<file path="src/rtl/ball_motion_ctrl.sv">
// Ball motion engine for one billiard ball. It holds the ball's fixed-point
// position and velocity, builds up a shot vector from the charge keys,
// integrates the ball once per frame, and handles pocketing and respawn.
//
// state  | meaning
// -------+------------------------------------------------------------
// AIM    | ball at rest; charge keys build the shot, releaseBall fires it
// ROLL   | ball moving; edge reflection, per-frame integration, friction
// POCKET | ball hidden in a pocket until respawn
module ball_motion_ctrl #(
  parameter int FRAC_BITS  = 6,
  parameter int SPEED_W    = 12,
  parameter int POS_W      = 11,
  parameter int INIT_X     = 100,
  parameter int INIT_Y     = 220,
  parameter int SPEED_STEP = 200,
  parameter int MAX_SHOT   = 1000,
  parameter int FRICTION   = 4,
  parameter int MIN_SPEED  = 2,
  parameter int X_MIN      = 0,
  parameter int X_MAX      = 607,
  parameter int Y_MIN      = 0,
  parameter int Y_MAX      = 447
) (
  input  logic                      clk,
  input  logic                      reset,
  input  logic                      startOfFrame,
  input  logic                      chargeUp,
  input  logic                      chargeDown,
  input  logic                      chargeLeft,
  input  logic                      chargeRight,
  input  logic                      releaseBall,
  input  logic                      collision,
  input  logic [3:0]                HitEdgeCode,
  input  logic                      pocketed,
  input  logic                      respawn,
  output logic signed [POS_W-1:0]   topLeftX,
  output logic signed [POS_W-1:0]   topLeftY,
  output logic signed [SPEED_W-1:0] shotX,
  output logic signed [SPEED_W-1:0] shotY,
  output logic                      moving,
  output logic                      hidden,
  output logic                      shotDone
);

  localparam int POS_FW = POS_W + FRAC_BITS;
  localparam int SUM_W  = POS_FW + 1;
  localparam int SHOT_W = SPEED_W + 2;

  localparam logic signed [POS_FW-1:0]  INIT_X_FP = POS_FW'(INIT_X <<< FRAC_BITS);
  localparam logic signed [POS_FW-1:0]  INIT_Y_FP = POS_FW'(INIT_Y <<< FRAC_BITS);
  localparam logic signed [SUM_W-1:0]   X_LO      = SUM_W'(X_MIN <<< FRAC_BITS);
  localparam logic signed [SUM_W-1:0]   X_HI      = SUM_W'(X_MAX <<< FRAC_BITS);
  localparam logic signed [SUM_W-1:0]   Y_LO      = SUM_W'(Y_MIN <<< FRAC_BITS);
  localparam logic signed [SUM_W-1:0]   Y_HI      = SUM_W'(Y_MAX <<< FRAC_BITS);
  localparam logic signed [SHOT_W-1:0]  STEP_V    = SHOT_W'(SPEED_STEP);
  localparam logic signed [SHOT_W-1:0]  SHOT_HI   = SHOT_W'(MAX_SHOT);
  localparam logic signed [SHOT_W-1:0]  SHOT_LO   = SHOT_W'(-MAX_SHOT);
  localparam logic signed [SPEED_W-1:0] FRIC_V    = SPEED_W'(FRICTION);
  localparam logic signed [SPEED_W-1:0] MIN_V     = SPEED_W'(MIN_SPEED);

  typedef enum logic [1:0] {
    AIM    = 2'd0,
    ROLL   = 2'd1,
    POCKET = 2'd2
  } stateT;

  stateT                      state, stateNext;
  logic signed [POS_FW-1:0]   posX, posY, posXNext, posYNext;
  logic signed [SPEED_W-1:0]  speedX, speedY, speedXNext, speedYNext;
  logic signed [SPEED_W-1:0]  shotXNext, shotYNext;
  logic                       shotDoneNext;

  logic signed [SPEED_W-1:0]  reflX, reflY, fricX, fricY, frameVx, frameVy;
  logic signed [SUM_W-1:0]    sumX, sumY;
  logic signed [POS_FW-1:0]   frameX, frameY;

  // Adds/subtracts one charge step on an axis, saturating at +/-MAX_SHOT.
  // Widened accumulator so the overshoot is visible before clamping.
  function automatic logic signed [SPEED_W-1:0] chargeAxis(
    input logic signed [SPEED_W-1:0] cur,
    input logic                      inc,
    input logic                      dec
  );
    logic signed [SHOT_W-1:0] acc;
    acc = {{(SHOT_W-SPEED_W){cur[SPEED_W-1]}}, cur};
    if (inc) acc = acc + STEP_V;
    if (dec) acc = acc - STEP_V;
    if (acc > SHOT_HI) acc = SHOT_HI;
    else if (acc < SHOT_LO) acc = SHOT_LO;
    return acc[SPEED_W-1:0];
  endfunction

  // Negates a speed only when it is heading into the edge that was hit.
  function automatic logic signed [SPEED_W-1:0] reflectAxis(
    input logic signed [SPEED_W-1:0] v,
    input logic                      hitLow,
    input logic                      hitHigh
  );
    logic isNeg, isPos;
    isNeg = v[SPEED_W-1];
    isPos = !isNeg && (v != '0);
    if ((hitLow && isNeg) || (hitHigh && isPos)) return -v;
    return v;
  endfunction

  // Sign-preserving friction; slow axes snap to zero instead of crossing it.
  function automatic logic signed [SPEED_W-1:0] frictionAxis(
    input logic signed [SPEED_W-1:0] v
  );
    logic signed [SPEED_W-1:0] mag;
    mag = v[SPEED_W-1] ? -v : v;
    if (mag > MIN_V && mag > FRIC_V) return v[SPEED_W-1] ? v + FRIC_V : v - FRIC_V;
    return '0;
  endfunction

  // Next-state and datapath update: reflection, frame integration, clamping, pocketing.
  always_comb begin
    stateNext    = state;
    posXNext     = posX;
    posYNext     = posY;
    speedXNext   = speedX;
    speedYNext   = speedY;
    shotXNext    = shotX;
    shotYNext    = shotY;
    shotDoneNext = 1'b0;

    reflX = reflectAxis(speedX, collision & HitEdgeCode[3], collision & HitEdgeCode[1]);
    reflY = reflectAxis(speedY, collision & HitEdgeCode[2], collision & HitEdgeCode[0]);
    fricX = frictionAxis(reflX);
    fricY = frictionAxis(reflY);

    // Position integrates the speed held at the start of the cycle, not the reflected one.
    sumX = {posX[POS_FW-1], posX} + {{(SUM_W-SPEED_W){speedX[SPEED_W-1]}}, speedX};
    sumY = {posY[POS_FW-1], posY} + {{(SUM_W-SPEED_W){speedY[SPEED_W-1]}}, speedY};

    frameX  = sumX[POS_FW-1:0];
    frameVx = fricX;
    if (sumX > X_HI) begin
      frameX  = X_HI[POS_FW-1:0];
      frameVx = '0;
    end else if (sumX < X_LO) begin
      frameX  = X_LO[POS_FW-1:0];
      frameVx = '0;
    end

    frameY  = sumY[POS_FW-1:0];
    frameVy = fricY;
    if (sumY > Y_HI) begin
      frameY  = Y_HI[POS_FW-1:0];
      frameVy = '0;
    end else if (sumY < Y_LO) begin
      frameY  = Y_LO[POS_FW-1:0];
      frameVy = '0;
    end

    case (state)
      AIM: begin
        if (pocketed) begin
          stateNext  = POCKET;
          speedXNext = '0;
          speedYNext = '0;
          shotXNext  = '0;
          shotYNext  = '0;
        end else if (releaseBall && (shotX != '0 || shotY != '0)) begin
          stateNext  = ROLL;
          speedXNext = shotX;
          speedYNext = shotY;
          shotXNext  = '0;
          shotYNext  = '0;
        end else begin
          shotXNext = chargeAxis(shotX, chargeLeft, chargeRight);
          shotYNext = chargeAxis(shotY, chargeUp, chargeDown);
        end
      end
      ROLL: begin
        if (pocketed) begin
          stateNext  = POCKET;
          speedXNext = '0;
          speedYNext = '0;
          shotXNext  = '0;
          shotYNext  = '0;
        end else if (startOfFrame) begin
          posXNext   = frameX;
          posYNext   = frameY;
          speedXNext = frameVx;
          speedYNext = frameVy;
          if (frameVx == '0 && frameVy == '0) begin
            stateNext    = AIM;
            shotDoneNext = 1'b1;
          end
        end else begin
          speedXNext = reflX;
          speedYNext = reflY;
        end
      end
      POCKET: begin
        if (respawn && !pocketed) begin
          stateNext = AIM;
          posXNext  = INIT_X_FP;
          posYNext  = INIT_Y_FP;
        end
      end
      default: stateNext = AIM;
    endcase
  end

  // State and datapath registers.
  always_ff @(posedge clk or posedge reset) begin
    if (reset) begin
      state    <= AIM;
      posX     <= INIT_X_FP;
      posY     <= INIT_Y_FP;
      speedX   <= '0;
      speedY   <= '0;
      shotX    <= '0;
      shotY    <= '0;
      shotDone <= 1'b0;
    end else begin
      state    <= stateNext;
      posX     <= posXNext;
      posY     <= posYNext;
      speedX   <= speedXNext;
      speedY   <= speedYNext;
      shotX    <= shotXNext;
      shotY    <= shotYNext;
      shotDone <= shotDoneNext;
    end
  end

  // Arithmetic shift right by FRAC_BITS is just the upper slice of the position.
  assign topLeftX = posX[POS_FW-1:FRAC_BITS];
  assign topLeftY = posY[POS_FW-1:FRAC_BITS];
  assign moving   = (state == ROLL);
  assign hidden   = (state == POCKET);

endmodule
</file>
<file path="config.mk">
export PLATFORM = sky130hd
export DESIGN_NAME = ball_motion_ctrl
export DESIGN_NICKNAME = d
export VERILOG_FILES = /design/src/rtl/ball_motion_ctrl.sv
export SDC_FILE = /design/constraint.sdc
export NUM_CORES = 1
export LEC_CHECK = 0
export CORE_UTILIZATION = 55
export CTS_BUF_LIST = sky130_fd_sc_hd__clkbuf_2 sky130_fd_sc_hd__clkbuf_4 sky130_fd_sc_hd__clkbuf_8
export CTS_CLUSTER_DIAMETER = 50
export CTS_CLUSTER_SIZE = 8
export DETAILED_ROUTE_END_ITERATION = 8
export PLACE_DENSITY = 0.75
export SETUP_SLACK_MARGIN = 0.05
export SLEW_MARGIN = 20
export SYNTH_ARGS = -nofsm -noshare
export SYNTH_HDL_FRONTEND = slang
export SYNTH_SLANG_ARGS = --single-unit
</file>
<file path="constraint.sdc">
create_clock -name clk -period 9.8 [get_ports clk]
set_input_delay 1.96 -clock clk [delete_from_list [all_inputs] [get_ports clk]]
set_output_delay 1.96 -clock clk [all_outputs]
set_load 0.005 [all_outputs]
</file>
==> key figures <==
Yosys
  – Seq cells post-synth: 79
  – Primary FF master, synth: dfrtp_1
  – Area share of the largest cell type after synthesis: a little under a fifth
  – Synth unique cells: 89
  – Syn. warnings: 0
  – Mapped Area: 9353 sq um
  – Top post-synthesis cells by area: dfrtp_1, ha_1, xnor2_1, o21ai_0, nand2_1
  – Largest area contributor in the netlist: dfrtp_1
  – Mean Syn Cell Area: roughly 7.8 sq um
  – Post-Syn Instances: ~1200
  – Post-synth ARST share: 100.0%
  – Sequential element share of the synthesized area: about a fifth
  – Post-synth EDFFs: 0

Die
  – Die ar.: about 18000 sq um
  – CORE AREA: between 15000 and 20000 sq um
  – I/O pin count: 64
  – Die X: between 100 and 150 um
  – Die height: about 130 um
  – Initial core utilization: around 56%
  – # rows: 47

Critical path
  – Worst Setup Start Kind: input pin
  – Cells on worst reg2reg path: 15
  – Levels on crit path: 16
  – R2R Setup Slk: roughly 4200 ps
  – Reg2Reg Capture Point: shotDone$_DFF_PP0_
  – Worst Path Buf+Inv: 3
  – Critical Path RT: approximately 10000 ps
  – Reg-to-Reg Start: speedX[2]$_DFFE_PP0P_
  – Delay-heaviest family, CP: compound AO/OA/AOI/OAI gates
  – Endpoint type of the worst setup path: flop
  – Critical path arrival: approximately 7700 ps
  – Cells along the critical path: clkdlybuf4s50_1 > inv_1 > nor3b_1 > a22o_1 > inv_2 > ha_1 > nand3_1 > a31oi_1 > a2111oi_0 > o21ai_0 > xnor2_1 > o211ai_1 > o21ai_0 > o2111ai_1 > o211ai_1 > and3_1
  – Slowest-stage cell, CP: a2111oi_0
  – Worst setup path end: shotDone$_DFF_PP0_
  – WS Path Type: in -> reg
  – Critical path fanouts, max: 22
  – CP Launch Point: collision
  – Max incr delay on CP: 950 ps

Clock tree
  – Clk sink count: between 70 and 80
  – PostCTS Resize Cnt: 0
  – CTS max path bufs: 2
  – CTS clock-pin slew for the worst setup and hold paths: approximately 90 ps
  – Clk root buf: clkbuf_8
  – Clk Latency, worst-skew pair: about 400 ps
  – Hold Buf Count CTS: 0
  – Post-CTS Setup Inserts: 0
  – TritonCTS Buffers: 9
  – CTS tree: built
  – H-tree depth: 3

Finish
  – Ant diodes: 0
  – Post-layout utilization of the core: 59.82%
  – Nets: approximately 1200
  – Layout cell share with drive strength beyond 1: under 10%
  – # fillers: around 1600
  – Area Growth Syn to Fin: 6.074%

Global route
  – Initial antenna violation count: 0
  – Vias in the first global route: slightly below 9000
  – First-pass GRT wire length: about 43 mm
  – Global Route Usage Sum: ~30%
  – Largest net degree at the start of global routing: 80
  – Overflow after GRT: 0

Run status
  – Status: completed

Worst hold path
  – Hold Path Class: reg -> reg

Drt
  – Drt wl/cell: roughly 19 um
  – DR vias: roughly 9400
  – DR DRC count: 0
  – Routed Antenna Nets: 0
  – Drt first pass iters: 5
  – WL final: approximately 26 mm
  – First DRT Iteration DRCs: slightly above 700
  – Via density: 6.722

Timing
  – Setup TNS: 0 ps
  – Worst-Margin Slew: 1104 ps
  – Slew Limit Fails: 0
  – Final hold viol count: 0
  – Relative slew margins: between 20% and 30%
  – FMAX: roughly 140 MHz
  – Unrepaired setup endpoints after global routing: no
  – Clk_skew: between 20 and 25 ps
  – Final min period: roughly 7300 ps
  – Final setup violation count: 0
  – Fin crit share: about three quarters

Job
  – Max-Cap Viols: 0

Placement
  – DPL Wire Length: between 15 and 20 mm
  – Final GP Congestion: between 0.9 and 1
  – # port buffers: 57

Power
  – Cell Pwr Density: approximately 360 nW/um^2
  – Max VDD drop: 0.0001628 V
  – LEAKAGE: a little over 4 nW
  – Pwr Total: ~3.6 mW
## through the flow
| stage | hold WS (ps) | area, sq um | instances | worst slack (ps) |
|---|---|---|---|---|
| 2_1_floorplan | 468.6 | 9371 | 1198 | 4339 |
| 3_3_place_gp | 497.3 | 9738 | 1382 | 2365 |
| 3_5_place_dp | 505.8 | 9738 | 1382 | 2225 |
| 4_1_cts | 531.4 | 9915 | 1398 | 2662 |
| 5_1_grt | 534.6 | 9921 | 1398 | 2138 |
| 6_report | 522.9 | 9921 | 1398 | 2475 |
## how the worst min path moves through the flow
stage / depth (start not counted) / to / slack [ps] / startpoint
2_1_floorplan: 2 / posY[14]$_DFFE_PP0P_ / 470 / posY[14]$_DFFE_PP0P_
3_3_place_gp: 2 / posY[14]$_DFFE_PP0P_ / 500 / posY[14]$_DFFE_PP0P_
3_5_place_dp: 1 / posY[0]$_DFFE_PP0P_ / 510 / posY[0]$_DFFE_PP0P_
4_1_cts: 1 / posY[0]$_DFFE_PP0P_ / 530 / posY[0]$_DFFE_PP0P_
5_1_grt: 1 / posY[3]$_DFFE_PP0P_ / 530 / posY[3]$_DFFE_PP0P_
6_report: 1 / posX[16]$_DFFE_PP0P_ / 520 / posX[16]$_DFFE_PP0P_
## final cells by class
cell class | count | area [sq um] | share of cell area, %
Clock buffer | 10 | 131.4 | 1.324
Sequential cell | 79 | 1987 | 20.03
Tap cell | 220 | 275.3 | 2.775
Timing Repair Buffer | 62 | 611.8 | 6.167
Clock inverter | 6 | 45.04 | 0.4540
Multi-Input combinational cell | 979 | 6711 | 67.65
Inverter | 42 | 158.9 | 1.602
## sequential cells by signal, indices dropped and copies added, names as in the netlist
name,count
speedY,12
speedX,12
state,2
shotY,9
posY,17
shotDone,1
shotX,9
posX,17
## placed cells by master, fill, tap and decap left out, types with 19 or more instances in the layout
| cell | synthesis | layout |
|---|---|---|
| nand2_1 | 93 | 93 |
| nor2_1 | 85 | 84 |
| o21ai_0 | 76 | 76 |
| dfrtp_1 | 71 | 71 |
| a21oi_1 | 66 | 66 |
| clkdlybuf4s50_1 | 0 | 57 |
| ha_1 | 52 | 52 |
| xnor2_1 | 50 | 50 |
| inv_1 | 41 | 40 |
| nand3_1 | 37 | 37 |
| xor2_1 | 37 | 37 |
| nor3_1 | 35 | 35 |
| a211oi_1 | 26 | 26 |
| a22o_1 | 25 | 25 |
| a21o_1 | 22 | 22 |
| nor4_1 | 20 | 20 |
| and3_1 | 19 | 19 |
## cell families after synthesis
logic type               share of synthesized area, %
flip-flops                                      21.24
adder cells (fa/ha/maj)                         8.027
AND/OR/NAND/NOR                                 22.96
AO/OA/AOI/OAI                                   30.80
multiplexers                                    1.565
XOR/XNOR                                        8.147
buffers and inverters                           7.224
other                                         0.04010
## power breakdown
group	switching, mW	leakage (nW)	internal (mW)
sequential	0.256	1.04	0.421
clock	0.142	0.0827	0.0962
combinational	1.51	3.01	1.12
## Yosys cell counts, types with 13 or more instances
library cell	instances
dfrtp_1	71
xnor2_1	50
clkbuf_1	48
nand2_1	93
nand3_1	37
a31oi_1	15
and2_1	15
nor3_1	35
a21oi_1	66
and3_1	19
nand4_1	17
inv_1	41
o21ai_0	76
or3_1	14
nor2_1	85
a211o_1	13
a211oi_1	26
nand2b_1	17
xor2_1	37
buf_2	13
ha_1	52
o211ai_1	17
a22o_1	25
a21o_1	22
buf_4	29
nor4_1	20
## worst register-to-register path, stage by stage (launching register included)
cell and delay [ps]:
dfrtp_1 630, nor4_4 530, a41o_1 260, a22o_1 660
inv_2 300, ha_1 460, nand3_1 120, a31oi_1 50
a2111oi_0 950, o21ai_0 410, xnor2_1 280, o211ai_1 120
o21ai_0 120, o2111ai_1 140, o211ai_1 300, and3_1 190
## layer usage
metal	up-vias	GRT usage, %	wire [um]
met5	-	0	0
met4	0	13.47	814
met3	67	3.768	1855
met2	418	47.84	11960
met1	4425	40.12	11420
li1	4487	-	-
Power figures use the tool's default switching activity.
